File: src/rtl/fifo_pkg.sv
// Shared types and helpers for the block-RAM FIFO controller and its output skid buffer.
package fifo_pkg;

    localparam int SKID_DEPTH = 2;

    typedef enum logic [1:0] {
        S_EMPTY = 2'd0,
        S_ONE   = 2'd1,
        S_TWO   = 2'd2
    } skid_state_t;

    function automatic int addr_w(input int depth);
        return (depth > 1) ? $clog2(depth) : 1;
    endfunction

endpackage

File: src/rtl/fifo_out_skid.sv
// Two-entry output skid buffer: absorbs RAM read data arriving one cycle after issue.
// Entry 0 is always the head; the state encodes the occupancy directly.
module fifo_out_skid
    import fifo_pkg::*;
#(
    parameter int WORD_SIZE = 32
) (
    input  logic                 clock,
    input  logic                 reset,
    input  logic                 push_i,
    input  logic [WORD_SIZE-1:0] data_i,
    input  logic                 pop_i,
    output logic [WORD_SIZE-1:0] data_o,
    output logic                 valid_o,
    output logic [1:0]           cnt_o
);

    skid_state_t          state_q, state_d;
    logic [WORD_SIZE-1:0] ent0_q, ent0_d, ent1_q, ent1_d;

    always_ff @(posedge clock) begin
        if (reset) state_q <= S_EMPTY;
        else       state_q <= state_d;
    end

    always_ff @(posedge clock) begin
        ent0_q <= ent0_d;
        ent1_q <= ent1_d;
    end

    always_comb begin
        state_d = state_q;
        ent0_d  = ent0_q;
        ent1_d  = ent1_q;
        case (state_q)
            S_EMPTY: begin
                if (push_i) begin
                    state_d = S_ONE;
                    ent0_d  = data_i;
                end
            end
            S_ONE: begin
                case ({push_i, pop_i})
                    2'b10: begin state_d = S_TWO; ent1_d = data_i; end
                    2'b01: state_d = S_EMPTY;
                    2'b11: ent0_d = data_i;
                    default: ;
                endcase
            end
            S_TWO: begin
                // The read issuer never lets a capture land on a full skid without a pop.
                case ({push_i, pop_i})
                    2'b01: begin state_d = S_ONE; ent0_d = ent1_q; end
                    2'b11: begin ent0_d = ent1_q; ent1_d = data_i; end
                    default: ;
                endcase
            end
            default: state_d = S_EMPTY;
        endcase
    end

    assign data_o  = ent0_q;
    assign valid_o = (state_q != S_EMPTY);
    assign cnt_o   = state_q;

endmodule

File: src/rtl/fifo_ctrl.sv
// First-word-fall-through FIFO controller around an external 1-cycle-latency dual-port RAM.
// Define FIFO_ERR_FLAGS_EN to add sticky overflow/underflow flags.
module fifo_ctrl
    import fifo_pkg::*;
#(
    parameter  int MEM_SIZE  = 64,
    parameter  int WORD_SIZE = 32,
    localparam int AW        = addr_w(MEM_SIZE),
    localparam int LW        = $clog2(MEM_SIZE + 3)
) (
    input  logic                 clock,
    input  logic                 reset,
    input  logic [WORD_SIZE-1:0] in_data,
    input  logic                 in_valid,
    output logic                 in_ready,
    output logic [WORD_SIZE-1:0] out_data,
    output logic                 out_valid,
    input  logic                 out_ready,
    output logic [LW-1:0]        level,
    output logic                 ram_w_enable,
    output logic [AW-1:0]        ram_w_addr,
    output logic [WORD_SIZE-1:0] ram_data_in,
    output logic [AW-1:0]        ram_r_addr,
    input  logic [WORD_SIZE-1:0] ram_data_out
`ifdef FIFO_ERR_FLAGS_EN
    ,
    output logic                 ovf_err,
    output logic                 unf_err
`endif
);

    localparam logic [AW:0] FULL_CNT = (AW+1)'(MEM_SIZE);

    logic [AW-1:0] wr_ptr_q, wr_ptr_d, rd_ptr_q, rd_ptr_d;
    logic [AW:0]   mem_cnt_q, mem_cnt_d;
    logic          pend_q, pend_d;
    logic [LW-1:0] level_q, level_d;

    logic       push, pop, rd_go;
    logic [1:0] skid_cnt;
    logic [2:0] skid_occ;

    assign in_ready = (mem_cnt_q != FULL_CNT);
    assign push     = in_valid && in_ready;
    assign pop      = out_valid && out_ready;

    // Words the skid will hold after this edge, before any new issue lands.
    assign skid_occ = {1'b0, skid_cnt} + {2'b0, pend_q} - {2'b0, pop};
    assign rd_go    = (mem_cnt_q != '0) && (skid_occ < 3'd2);

    always_comb begin
        wr_ptr_d  = push  ? wr_ptr_q + AW'(1) : wr_ptr_q;
        rd_ptr_d  = rd_go ? rd_ptr_q + AW'(1) : rd_ptr_q;
        mem_cnt_d = mem_cnt_q + (AW+1)'(push) - (AW+1)'(rd_go);
        pend_d    = rd_go;
        // Reads and captures only move words between stages; the total changes on push/pop.
        level_d   = level_q + LW'(push) - LW'(pop);
    end

    always_ff @(posedge clock) begin
        if (reset) begin
            wr_ptr_q  <= '0;
            rd_ptr_q  <= '0;
            mem_cnt_q <= '0;
            pend_q    <= 1'b0;
            level_q   <= '0;
        end else begin
            wr_ptr_q  <= wr_ptr_d;
            rd_ptr_q  <= rd_ptr_d;
            mem_cnt_q <= mem_cnt_d;
            pend_q    <= pend_d;
            level_q   <= level_d;
        end
    end

    fifo_out_skid #(
        .WORD_SIZE (WORD_SIZE)
    ) u_skid (
        .clock   (clock),
        .reset   (reset),
        .push_i  (pend_q),
        .data_i  (ram_data_out),
        .pop_i   (pop),
        .data_o  (out_data),
        .valid_o (out_valid),
        .cnt_o   (skid_cnt)
    );

    assign ram_w_enable = push;
    assign ram_w_addr   = wr_ptr_q;
    assign ram_data_in  = in_data;
    assign ram_r_addr   = rd_ptr_q;
    assign level        = level_q;

`ifdef FIFO_ERR_FLAGS_EN
    logic ovf_q, unf_q;

    always_ff @(posedge clock) begin
        if (reset) begin
            ovf_q <= 1'b0;
            unf_q <= 1'b0;
        end else begin
            if (in_valid && !in_ready)  ovf_q <= 1'b1;
            if (out_ready && !out_valid) unf_q <= 1'b1;
        end
    end

    assign ovf_err = ovf_q;
    assign unf_err = unf_q;
`endif

endmodule
File: config.mk
export PLATFORM = sky130hd
export DESIGN_NAME = fifo_ctrl
export DESIGN_NICKNAME = d
export VERILOG_FILES = /design/src/rtl/fifo_pkg.sv /design/src/rtl/fifo_out_skid.sv /design/src/rtl/fifo_ctrl.sv
export SDC_FILE = /design/constraint.sdc
export NUM_CORES = 1
export LEC_CHECK = 0
export ABC_AREA = 1
export BUFFER_PORTS_ARGS = -buffer_cell sky130_fd_sc_hd__buf_2
export CORE_AREA = 2 2 115 83
export CTS_BUF_LIST = sky130_fd_sc_hd__clkbuf_4 sky130_fd_sc_hd__clkbuf_8
export CTS_CLUSTER_DIAMETER = 200
export DETAILED_ROUTE_END_ITERATION = 8
export DIE_AREA = 0 0 117 85
export PLACE_DENSITY_LB_ADDON = 0.15
export RECOVER_POWER = 25
export SLEW_MARGIN = 5
export SYNTH_ARGS = -nofsm -noshare
export SYNTH_HDL_FRONTEND = slang
export SYNTH_SLANG_ARGS = --single-unit
export TNS_END_PERCENT = 50
File: constraint.sdc
create_clock -name clock -period 5.3 [get_ports clock]
set_clock_uncertainty 0.1 [all_clocks]
set_input_delay 0.53 -clock clock [delete_from_list [all_inputs] [get_ports clock]]
set_output_delay 0.53 -clock clock [all_outputs]
set_load 0.02 [all_outputs]
==> metrics.md <==
| Metric | Value |
|---|---|
| CP required | 5.47 ns |
| Largest net degree at the start of global routing | 35 |
| Sequential fraction of the synthesis area | 0.557 |
| Initial antenna violation count | 0 |
| RR Endpoint | mem_cnt_q[4]$_SDFF_PP0_ |
| Cts bufs inserted | 9 |
| Avg Inst Size Synth | 9.34 um2 |
| Synthesis Warnings | 0 |
| R2R depth | 19 |
| Port Buffer Count | 89 |
| Setup ws final | 1.72 ns |
| Die Height | 85 um |
| Fill count | 802 |
| Hold_buf cts | 0 |
| Psw | 1400 uW |
| Crit start category | register |
| IO Count | 154 |
| Clock latency at the later pin of the worst-skew pair | 0.36 ns |
| Synthesized area | 0.00449 mm2 |
| Post-CTS setup buffers | 0 |
| Multi-input gate area | 0.00156 mm2 |
| Sw frac | 0.423 |
| Worst hold start | ram_data_out[18] |
| Slew headroom | 0.300 |
| Crit Path Max Fanout | 8 |
| Clk buf depth | 2 |
| Internal power | 1910 uW |
| GRT overflow | 0 |
| Clock Pin Slew Worst Setup and Hold Paths | 0.10 ns |
| DR pass1 iterations | 4 |
| Nets | 636 |
| Final Cycle Share | 0.676 |
| Reg2reg start | u_skid.cnt_o[0]$_SDFFE_PP0P_ |
| Max Transition Viols Final | 0 |
| TritonCTS clock tree | yes |
| Vias | 3,150 |
| Post-route insts no fill | 671 |
| Clock share of power | 0.146 |
| Placed cell count | 655 |
| Status | complete, no violations |
| Post-Syn Instances | 481 |
| Synthesis-to-finish area growth | 11.9% |
| DR vias/cell | 4.69 |
| Final min period | 3.58 ns |
| Gr usage total | 0.180 |
| Place WS | 1.74 ns |
| HPWL after DPL | 6070 um |
| Total wire length | 8460 um |
| Critical path endpoint category | register |
| N_diodes | 0 |
| Fin Setup TNS | 0 ns |
| Area of the core | 0.00889 mm2 |
| RSZ-0062 raised after global routing | false |
| Pwr per Cell Area | 658 mW/mm2 |
| Die Width | 117 um |
| Hold Crit Depth | 1 |
| Hold Path Class | primary input to register |
| Crit path kind | register to register |
| Maximum clock frequency | 279 MHz |
| Slew @ Worst Pin | 1.05 ns |
| CTS sink cnt | 93 |
| Flop-to-flop setup slack | 1.72 ns |
| Routability congestion estimate from global placement | 0.873 |
| Share of layout cells above drive strength 1 | 0.186 |
| Arr. time, crit path | 3.75 ns |
| CTS H-tree depth | 3 |
| Hold Violations, Final | 0 |
| Netlist cell types | 29 |
| DIE AREA | 0.00995 mm2 |
| Peak VDD IR | 0.302 mV |
| Vias in the first global route | 2,958 |
| WL/cell | 12.6 um |
| FF+latch count, synth | 93 |
| Initial DRC count | 181 |
| Hold Path Sink | u_skid.ent1_q[18]$_DFFE_PP_ |
| First-pass GRT wire length | 13,800 um |
| Post-synth net total | 575 |
| Seq pwr share | 0.399 |
| Sequential standard cell area | 0.00250 mm2 |
| Post-CTS resize count | 0 |
| Setup Viol. Count Final | 0 |
| CTS root buf | clkbuf_8 |
| Max-cap violations | 0 |
| Routed Antenna Nets | 0 |
| Initial Util | 0.505 |
| Comb pwr share | 0.455 |
| Hold Slack | 0.255 ns |
| DRC Markers | 0 |
| Row cnt | 29 |
| Lkg Pwr | 0.00230 uW |
-- sequential cells by signal (all words and copies together) (netlist names) --
| signal | cells |
|---|---|
| mem_cnt_q | 7 |
| u_skid.data_o | 32 |
| u_skid.ent1_q | 32 |
| ram_r_addr | 6 |
| u_skid.cnt_o | 2 |
| level | 7 |
| ram_w_addr | 6 |
| pend_q | 1 |
-- cell type report --
cell class | count | share of cell area
clock buffers | 9 | 0.0246
flip-flops and latches | 93 | 0.498
repair buffers | 91 | 0.0868
inverters | 47 | 0.0351
multi-input cells | 300 | 0.310
clock inverters | 7 | 0.0154
well taps | 124 | 0.0308
-- cells by family after synthesis --
group	share of synthesized area
fa+ha+maj	0.0774
simple gates	0.213
buf+inv	0.102
xor+xnor	0.0156
flops	0.557
compound gates	0.0356
-- cells in the mapped netlist, drive strengths merged --
| master | instances | area, um2 |
|---|---|---|
| nor3b | 1 | 7.51 |
| buf | 37 | 265 |
| nor2 | 39 | 159 |
| clkbuf | 4 | 15.0 |
| or2 | 1 | 6.26 |
| inv | 47 | 176 |
| nand4 | 1 | 6.26 |
| dfxtp | 29 | 581 |
| a31oi | 1 | 6.26 |
| ha | 23 | 288 |
| xor2 | 4 | 35.0 |
| a211oi | 1 | 7.51 |
| fa | 3 | 60.1 |
| xnor2 | 4 | 35.0 |
| a21oi | 19 | 98.9 |
| nor3 | 4 | 20.0 |
| o21bai | 1 | 7.51 |
| o21ai | 8 | 40.0 |
| nand3 | 15 | 92.6 |
| edfxtp | 64 | 1920 |
| nand2 | 175 | 664 |
-- power groups by stage --
stage | Clock (uW) | Sequential [uW] | Combinational (uW)
floorplan | 0 | 1560 | 923
global placement | 0 | 1330 | 1500
detailed placement | 0 | 1340 | 1520
CTS | 503 | 1330 | 1530
global route | 528 | 1360 | 1740
finish | 483 | 1320 | 1510
-- cell usage in the layout, fill, tap and decap left out, drive strengths merged, types with 3 or more instances in the layout --
cell | synthesis | final
o21ai | 8 | 8
xnor2 | 4 | 4
inv | 47 | 51
nor2 | 39 | 39
nand3 | 15 | 15
dfxtp | 29 | 29
clkbuf | 4 | 28
fa | 3 | 3
ha | 23 | 23
nor3 | 4 | 4
xor2 | 4 | 4
nand2 | 175 | 175
buf | 37 | 72
edfxtp | 64 | 64
a21oi | 19 | 19
-- how the worst max path moves through the flow --
| stage | endpoint | from | slack, ns |
|---|---|---|---|
| floorplan | u_skid.data_o[0]$_DFFE_PP_ | u_skid.cnt_o[0]$_SDFFE_PP0P_ | 1.28 |
| global placement | mem_cnt_q[6]$_SDFF_PP0_ | u_skid.cnt_o[0]$_SDFFE_PP0P_ | 1.83 |
| detailed placement | mem_cnt_q[4]$_SDFF_PP0_ | u_skid.cnt_o[0]$_SDFFE_PP0P_ | 1.74 |
| CTS | mem_cnt_q[6]$_SDFF_PP0_ | u_skid.cnt_o[0]$_SDFFE_PP0P_ | 1.72 |
| global route | mem_cnt_q[6]$_SDFF_PP0_ | u_skid.cnt_o[0]$_SDFFE_PP0P_ | 1.38 |
| finish | mem_cnt_q[4]$_SDFF_PP0_ | u_skid.cnt_o[0]$_SDFFE_PP0P_ | 1.72 |
-- critical path, cell delays in order (launching register included) --
cell     delay, ns
dfxtp_1       0.46
inv_1         0.12
ha_1          0.24
inv_2         0.07
nand2_2       0.06
inv_1         0.09
nand2_1       0.16
nand2_1       0.10
nand2_1       0.06
fa_1          0.53
nand3_4       0.10
nor2_4        0.20
ha_1          0.15
inv_1         0.03
ha_1          0.21
fa_1          0.44
a21oi_1       0.20
nand2_1       0.07
nand2_1       0.06
nor2_1        0.04
-- routing by layer --
metal	vias to the layer above	part of all wire	track usage
met5	-	0	0
li1	1628	-	-
met3	31	0.056	0.0507
met1	1415	0.46	0.229
met4	0	0.030	0.0877
met2	76	0.46	0.286
-- stage by stage --
stage	utilization	cell area [um2]	total power, uW
2_1_floorplan	-	4490	2480
3_3_place_gp	0.546	4850	2830
3_5_place_dp	0.546	4850	2870
4_1_cts	0.568	5050	3360
5_1_grt	0.566	5030	3620
6_report	0.566	5030	3310
No activity file was read; power rests on OpenSTA's default activity.
